## src/rtl/fetch_redirect_arbiter.sv

```systemverilog
`default_nettype none
// ============================================================================
// Module   : fetch_redirect_arbiter
// Purpose  : Ranks PC-redirect requests (trap > br0 > br1 > dec), holds the
//            winner until the fetch PC generator accepts it, pulses flushes,
//            and masks stale decode redirects for a drain window after accept.
// Revision : 1.0 - initial release
// ============================================================================
module fetch_redirect_arbiter #(
  parameter int ADDR_WIDTH   = 32,
  parameter int DRAIN_CYCLES = 2
) (
  input  logic                  clk,
  input  logic                  reset,
  input  logic                  br0_redirect,
  input  logic [ADDR_WIDTH-1:0] br0_pc,
  input  logic                  br1_redirect,
  input  logic [ADDR_WIDTH-1:0] br1_pc,
  input  logic                  dec_redirect,
  input  logic [ADDR_WIDTH-1:0] dec_pc,
  input  logic                  trap_req,
  input  logic [ADDR_WIDTH-1:0] trap_pc,
  input  logic                  fetch_ready,
  output logic                  redirect_valid,
  output logic [ADDR_WIDTH-1:0] redirect_pc,
  output logic [1:0]            redirect_src,
  output logic                  flush_frontend,
  output logic                  flush_backend,
  output logic                  misaligned,
  output logic [15:0]           redirect_count
);

  // Counter must hold DRAIN_CYCLES itself; keep at least one bit when disabled.
  localparam int CNT_W = (DRAIN_CYCLES > 1) ? $clog2(DRAIN_CYCLES + 1) : 1;
  localparam logic [CNT_W-1:0] DRAIN_LOAD = CNT_W'(DRAIN_CYCLES);
  localparam logic [CNT_W-1:0] CNT_ONE    = CNT_W'(1);

  localparam logic [1:0] SRC_DEC  = 2'd0;
  localparam logic [1:0] SRC_BR1  = 2'd1;
  localparam logic [1:0] SRC_BR0  = 2'd2;
  localparam logic [1:0] SRC_TRAP = 2'd3;

  typedef enum logic [1:0] {
    ST_IDLE  = 2'd0,
    ST_HOLD  = 2'd1,
    ST_DRAIN = 2'd2
  } state_t;

  state_t                  state_q, state_d;
  logic [ADDR_WIDTH-1:2]   pc_q, pc_d;
  logic [1:0]              src_q, src_d;
  logic [CNT_W-1:0]        drain_q, drain_d;
  logic                    flush_fe_q, flush_fe_d;
  logic                    flush_be_q, flush_be_d;
  logic                    misaligned_q, misaligned_d;
  logic [15:0]             count_q, count_d;

  logic                    accept;
  logic                    allow_trap, allow_br, allow_dec;
  logic                    cap;
  logic [ADDR_WIDTH-1:0]   sel_pc;
  logic [1:0]              sel_src;

  // Which request classes may be captured in the current state.
  // HOLD only admits a trap over a non-trap entry, except on the accept cycle
  // where the slot is being freed and any trap/branch may take it.
  assign accept     = (state_q == ST_HOLD) && fetch_ready;
  assign allow_trap = (state_q != ST_HOLD) || accept || (src_q != SRC_TRAP);
  assign allow_br   = (state_q != ST_HOLD) || accept;
  assign allow_dec  = (state_q == ST_IDLE);

  // Fixed-priority pick among admissible requests.
  always_comb begin
    cap     = 1'b0;
    sel_pc  = '0;
    sel_src = SRC_DEC;
    if (trap_req && allow_trap) begin
      cap     = 1'b1;
      sel_pc  = trap_pc;
      sel_src = SRC_TRAP;
    end else if (br0_redirect && allow_br) begin
      cap     = 1'b1;
      sel_pc  = br0_pc;
      sel_src = SRC_BR0;
    end else if (br1_redirect && allow_br) begin
      cap     = 1'b1;
      sel_pc  = br1_pc;
      sel_src = SRC_BR1;
    end else if (dec_redirect && allow_dec) begin
      cap     = 1'b1;
      sel_pc  = dec_pc;
      sel_src = SRC_DEC;
    end
  end

  // Next-state, held entry, drain counter, flush pulses and statistics.
  always_comb begin
    state_d      = state_q;
    pc_d         = pc_q;
    src_d        = src_q;
    drain_d      = drain_q;
    flush_fe_d   = cap;
    flush_be_d   = cap && (sel_src != SRC_DEC);
    misaligned_d = misaligned_q || (cap && (sel_pc[1:0] != 2'b00));
    count_d      = (accept && (count_q != 16'hFFFF)) ? count_q + 16'd1 : count_q;

    if (cap) begin
      // A capture always wins: it (re)fills the slot and abandons any drain.
      state_d = ST_HOLD;
      pc_d    = sel_pc[ADDR_WIDTH-1:2];
      src_d   = sel_src;
      drain_d = '0;
    end else begin
      unique case (state_q)
        ST_HOLD: begin
          if (fetch_ready) begin
            if (DRAIN_CYCLES == 0) begin
              state_d = ST_IDLE;
            end else begin
              state_d = ST_DRAIN;
              drain_d = DRAIN_LOAD;
            end
          end
        end
        ST_DRAIN: begin
          if (drain_q <= CNT_ONE) begin
            state_d = ST_IDLE;
            drain_d = '0;
          end else begin
            drain_d = drain_q - CNT_ONE;
          end
        end
        default: begin
          state_d = ST_IDLE;
        end
      endcase
    end
  end

  // State and datapath registers; reset discards any pending redirect.
  always_ff @(posedge clk or negedge reset) begin
    if (!reset) begin
      state_q      <= ST_IDLE;
      pc_q         <= '0;
      src_q        <= SRC_DEC;
      drain_q      <= '0;
      flush_fe_q   <= 1'b0;
      flush_be_q   <= 1'b0;
      misaligned_q <= 1'b0;
      count_q      <= 16'd0;
    end else begin
      state_q      <= state_d;
      pc_q         <= pc_d;
      src_q        <= src_d;
      drain_q      <= drain_d;
      flush_fe_q   <= flush_fe_d;
      flush_be_q   <= flush_be_d;
      misaligned_q <= misaligned_d;
      count_q      <= count_d;
    end
  end

  assign redirect_valid = (state_q == ST_HOLD);
  assign redirect_pc    = {pc_q, 2'b00};
  assign redirect_src   = src_q;
  assign flush_frontend = flush_fe_q;
  assign flush_backend  = flush_be_q;
  assign misaligned     = misaligned_q;
  assign redirect_count = count_q;

endmodule
`default_nettype wire

```

## config.mk

```make
export PLATFORM = sky130hd
export DESIGN_NAME = fetch_redirect_arbiter
export DESIGN_NICKNAME = d
export VERILOG_FILES = /design/src/rtl/fetch_redirect_arbiter.sv
export SDC_FILE = /design/constraint.sdc
export NUM_CORES = 1
export LEC_CHECK = 0
export BUFFER_PORTS_ARGS = -buffer_cell sky130_fd_sc_hd__buf_2
export CELL_PAD_IN_SITES_DETAIL_PLACEMENT = 1
export CELL_PAD_IN_SITES_GLOBAL_PLACEMENT = 1
export CORE_AREA = 10 10 115 117
export DETAILED_ROUTE_END_ITERATION = 6
export DIE_AREA = 0 0 125 127
export HOLD_SLACK_MARGIN = 0.12
export PLACE_DENSITY_LB_ADDON = 0.1
export SYNTH_ARGS = -nofsm -noshare
export SYNTH_HDL_FRONTEND = slang
export SYNTH_SLANG_ARGS = --single-unit
```

## constraint.sdc

```tcl
create_clock -name clk -period 2.3 [get_ports clk]
set_clock_uncertainty 0.15 [all_clocks]
set_input_delay 0.46 -clock clk [delete_from_list [all_inputs] [get_ports clk]]
set_output_delay 0.46 -clock clk [all_outputs]
set_load 0.01 [all_outputs]
```

==> impl_metrics.tcl, run 1 <==
set metrics [dict create \
    run_status "finished clean" \
    clock_sinks 55 \
    grt_pass1_vias 4073 \
    post_cts_buffers 0 \
    critical_path_class "flop to flop" \
    maxSlewViolCount 0 \
    synth_edf_count 0 \
    synth-async-reset-ratio 1.00 \
    synth.avg_cell_area_um2 9.42 \
    cts_buffers 5 \
    wl_um 13500 \
    hold_path.class "flop to flop" \
    drc 0 \
    endpoint_kind "flop" \
    ys_types 47 \
    via_per_inst 5.36 \
    grt_start_max_net_pins 34 \
    worst_pin_slew_ns 0.573 \
    synth.top_cell.area_share 0.417 \
    clk_latency_ns 0.30 \
    maxCapViolCount 0 \
    synthToLayoutAreaGrowth_pct 40.6 \
    firstDrtPassIters 4 \
    clock-root-buffer "clkbuf_16" \
    antenna_found_initial 1 \
    fin_crit_ns 2.05 \
    cts_tree "done" \
    vias 3620 \
    grt_pass1_wl_um 21600 \
    setup_viol 0 \
    rows 39 \
    slew-limit-headroom 0.618 \
    utilization 0.417 \
    diodes 0 \
    wl_per_cell_um 20.0 \
    max_freq_mhz 487 \
    seq_area_frac_synth 0.417 \
    grtUsageTotal 0.164 \
    synthCells 350 \
    die_x_um 125 \
    gr-total-overflow 0 \
    yosysWarnings 0 \
    min_period_over_period 0.893 \
    dp_hpwl_um 10600 \
    report.final.hold_viol_count 0 \
    die-height_um 127 \
    yosysMostFrequentCell "dfrtp_1" \
    cts_buffer_depth 2 \
    ys_ff_latch 55 \
    rsz0062_at_grt "no" \
    synthTopCellsByCount "55 x dfrtp_1, 32 x o21ai_0, 21 x nor4_1" \
    synth_top_area_cell "dfrtp_1" \
    nets 667 \
    syn_area_um2 3300 \
    drtIter0Drc 208 \
    fin_tns_setup_ns 0 \
    powerDensity_nw_per_um2 730 \
    crit_required_ns 2.34 \
    place.gp.congestion 0.769 \
    htreeDepth 2 \
    fp.dieArea_um2 15900 \
    drive_above_1_share 0.429 \
    synthFlopType "dfrtp_1" \
    start_util 0.296 \
    crit_arrival_ns 2.09 \
    start_kind "flop" \
    cp_max_fo 14 \
    ant_nets 0 \
    core-area_um2 11100 \
    p_leak_nw 2.18 \
    boundaryPins 189 \
    vdd_drop_max_uv 308 \
    clkTransAtPathRegs_ns 0.07 \
    numPortBuffers 186 \
    synthTopCellsByArea "dfrtp_1 42%, a32o_1 5.2%, o21ai_0 4.9%" \
]
## layer usage
metal	part of all wire	track usage	up-vias	wire [µm]
met2	0.49	0.288	118	6650
met3	0.078	0.0591	13	1050
met5	0.00096	0	-	13
li1	-	-	1729	-
met4	0.010	0.0298	2	138
met1	0.42	0.190	1758	5640
## area by class of cell
type | instances | area (µm²)
inverter | 18 | 67.6
clock inverter | 2 | 38.8
multi-input combinational | 242 | 1720
fill | 1340 | 6490
clock buffer | 6 | 129
timing repair buffer | 209 | 1130
sequential | 55 | 1380
tap | 143 | 179
## placed cells by master (no fill, tap or decap), types with 2 or more instances in the layout
cell type	count
buf_4	20
conb_1	2
nand2_1	10
o21ai_0	32
a21oi_1	15
nand3_1	5
nor4b_1	14
a22oi_1	19
nor2_1	6
and3_1	2
nor4_1	21
or2_2	2
buf_12	2
buf_2	186
nand4_1	4
xor2_1	13
dfrtp_1	55
a32o_1	17
a32oi_1	13
a21o_1	2
nor3_1	8
clkbuf_16	5
mux2_2	2
a22o_1	13
nor3b_1	4
a31oi_1	18
inv_1	17
## report_power, final
group	total [mW]	switching (mW)	leakage (nW)	internal (mW)
combinational	1.17	0.647	1.44	0.527
clock	0.875	0.356	0.0815	0.519
sequential	1.34	0.165	0.662	1.17
## worst max-delay path, stage by stage (launching register included)
cell and delay [ns]:
dfrtp_1 0.48, or3b_1 0.49, buf_4 0.24, a32oi_1 0.25, o21ai_0 0.14, a22o_1 0.20
## flip-flops by register name, indices dropped and copies added (netlist names)
| signal | flops |
|---|---|
| state_q | 2 |
| drain_q | 2 |
| pc_q | 30 |
| flush_backend | 1 |
| redirect_src | 2 |
| redirect_count | 16 |
| flush_frontend | 1 |
| misaligned | 1 |
## path summary, 6_finish.rpt
kind	from	to	slack, ns	cells past startpoint
max in group asynchronous	reset	pc_q[10]$_DFFE_PN0P_	0.88	3
setup / recovery	state_q[0]$_DFFE_PN0P_	pc_q[27]$_DFFE_PN0P_	0.25	5
hold reg to reg	misaligned$_DFF_PN0_	misaligned$_DFF_PN0_	0.31	1
min in group asynchronous	reset	redirect_count[14]$_DFFE_PN0P_	0.53	2
hold / removal	misaligned$_DFF_PN0_	misaligned$_DFF_PN0_	0.31	1
setup reg to reg	state_q[0]$_DFFE_PN0P_	pc_q[27]$_DFFE_PN0P_	0.25	5
## metrics by stage
stage	total power [mW]	cells	worst slack [ns]	hold WS, ns	instance area (µm²)
5_1_grt	3.62	675	0.119	0.342	4640
2_1_floorplan	1.96	351	0.363	0.0144	3300
3_3_place_gp	2.53	666	0.121	0.294	4460
6_report	3.39	675	0.246	0.312	4640
3_5_place_dp	2.55	666	0.0674	0.297	4460
4_1_cts	3.45	675	0.163	0.314	4640
## timing repair
action                                 in CTS  in global routing
setup endpoints to repair                   0                  1
hold buffers                                1                  0
endpoints found under the hold margin      22                  0
resized for setup                           0                  1
## cells by family after synthesis
logic type,Yosys count,synth area share
xor gates and xnor gates,14,0.0372
buffers and inverters,54,0.0698
adders and majority gates,1,0.00379
DFF,55,0.417
muxes,2,0.00683
AOI/OAI and AO/OA,133,0.287
other,1,0.00114
and+or+nand+nor,90,0.176
Note: power is estimated with default switching activity, not from simulation.
==> inputs of run 2 (changes only) <==
PLACE_DENSITY = 0.76   (was default)
PLACE_DENSITY_LB_ADDON = default   (was 0.1)
==> impl_metrics.tcl, run 2 (synthesis results as in run 1) <==
set metrics [dict create \
    run_status "finished clean" \
    grt_start_max_net_pins 37 \
    clock_sinks 55 \
    cp.depth 5 \
    rrSetupSlack_ns 0.19 \
    slowest_delay_ns 0.54 \
    crit_arrival_ns 2.11 \
    grt_pass1_vias 4285 \
    start_util 0.296 \
    slowest_stage "or3b_1" \
    worst_pin_slew_ns 0.509 \
    htreeDepth 2 \
    rsz0062_at_grt "no" \
    final_common_cell "buf_2" \
    regToRegStartpoint "state_q[1]$_DFFE_PN0P_" \
    mostFrequentLayoutCells "186 x buf_2, 55 x dfrtp_1, 32 x o21ai_0" \
    setup_viol 0 \
    post_cts_buffers 0 \
    seqPwrFrac 0.381 \
    regMostFlops "pc_q" \
    powerDensity_nw_per_um2 754 \
    holdPathStages 1 \
    path_buf_inv 1 \
    crit_chain "or3b_1 -> buf_4 -> a32o_1 -> o21ai_0 -> a31oi_1" \
    drive_above_1_share 0.432 \
    cts_tree "done" \
    die-height_um 127 \
    p_leak_nw 2.21 \
    cp_top_family "simple AND/OR/NAND/NOR gates" \
    holdWs_ns 0.329 \
    wl_met3_um 1070 \
    hp-start "misaligned$_DFF_PN0_" \
    start_kind "flop" \
    vdd_drop_max_uv 317 \
    max_freq_mhz 474 \
    rows 39 \
    utilization 0.422 \
    diodes 0 \
    gr-total-overflow 0 \
    synthToLayoutAreaGrowth_pct 42.4 \
    slew-limit-headroom 0.661 \
    top_layer_used "met5" \
    wl_per_cell_um 21.2 \
    largest_register_ff_count 30 \
    worstHoldEndpoint "misaligned$_DFF_PN0_" \
    cts_buffer_depth 2 \
    die_x_um 125 \
    intPower_mw 2.33 \
    firstDrtPassIters 4 \
    clkTransAtPathRegs_ns 0.08 \
    place.gp.congestion 0.817 \
    maxSlewViolCount 0 \
    endpoint_kind "flop" \
    numPortBuffers 186 \
    grt_pass1_wl_um 22800 \
    grtUsageTotal 0.173 \
    hold_path.class "flop to flop" \
    report.final.hold_viol_count 0 \
    min_period_over_period 0.918 \
    wl_um 14400 \
    ant_nets 0 \
    power.share.clock 0.279 \
    clock-root-buffer "clkbuf_16" \
    cts_buffers 5 \
    pwr-share-comb 0.340 \
    drtIter0Drc 171 \
    drc 0 \
    fin_crit_ns 2.11 \
    r2r_cells 5 \
    worstReg2RegEnd "pc_q[17]$_DFFE_PN0P_" \
    startpoint "state_q[1]$_DFFE_PN0P_" \
    core-area_um2 11100 \
    boundaryPins 189 \
    wl_met1_um 5660 \
    maxCapViolCount 0 \
    clk_latency_ns 0.30 \
    fp.dieArea_um2 15900 \
    wl_met2_um 7490 \
    dp_hpwl_um 11300 \
    crit_required_ns 2.30 \
    critical_path_class "flop to flop" \
    swShare 0.340 \
    antenna_found_initial 1 \
    vias 3716 \
    nets 670 \
    p_sw_mw 1.20 \
    via_per_inst 5.48 \
    cp_max_fo 15 \
]
-- run 2: cell types whose count changed in the layout (fill, tap and decap cells not counted), sizes merged --
cell,previous run,this run
buf,208,211
bufinv,1,2
inv,19,18
-- run 2: worst max path at each step --
stage | endpoint | slack (ns)
after global routing | pc_q[3]$_DFFE_PN0P_ | 0.09
after detailed placement | pc_q[24]$_DFFE_PN0P_ | -0.008
final | pc_q[17]$_DFFE_PN0P_ | 0.19
after CTS | pc_q[24]$_DFFE_PN0P_ | 0.04
after global placement | pc_q[17]$_DFFE_PN0P_ | 0.13
after floorplan | pc_q[10]$_DFFE_PN0P_ | 0.36
-- run 2: layout make-up --
class                   count  area [µm²]
inverters                  18        67.6
multi-input cells         242        1720
clock buffers               6         129
repair buffers            212        1170
well taps                 143         179
clock inverters             2        60.1
flip-flops and latches     55        1380
fillers                  1326        6430
-- run 2: metal layers --
| metal | global-route usage | vias to the layer above |
|---|---|---|
| met3 | 0.0538 | 13 |
| li1 | - | 1725 |
| met1 | 0.192 | 1841 |
| met5 | 0 | - |
| met2 | 0.317 | 135 |
| met4 | 0.0359 | 2 |
-- run 2: metrics by stage --
step | instance area, µm² | setup TNS [ns] | instances | worst slack (ns) | power (mW)
2_1_floorplan | 3300 | 0 | 351 | 0.363 | 1.96
3_3_place_gp | 4490 | 0 | 669 | 0.134 | 2.53
3_5_place_dp | 4490 | -0.0112 | 669 | -0.00792 | 2.58
4_1_cts | 4690 | 0 | 678 | 0.0413 | 3.57
5_1_grt | 4690 | 0 | 678 | 0.0914 | 3.76
6_report | 4690 | 0 | 678 | 0.188 | 3.54
-- run 2: power groups by stage --
stage / sequential, mW / combinational [mW] / clock [mW]
6_report: 1.35 / 1.20 / 0.988
5_1_grt: 1.39 / 1.32 / 1.05
3_5_place_dp: 1.36 / 1.22 / 0
4_1_cts: 1.35 / 1.22 / 1.00
2_1_floorplan: 1.43 / 0.530 / 0
3_3_place_gp: 1.36 / 1.18 / 0
-- run 2: what timing repair did --
item	4_1_cts	5_1_grt
hold buffers	1	0
setup endpoints to repair	0	17
endpoints found under the hold margin	19	0
gates resized for setup	0	1
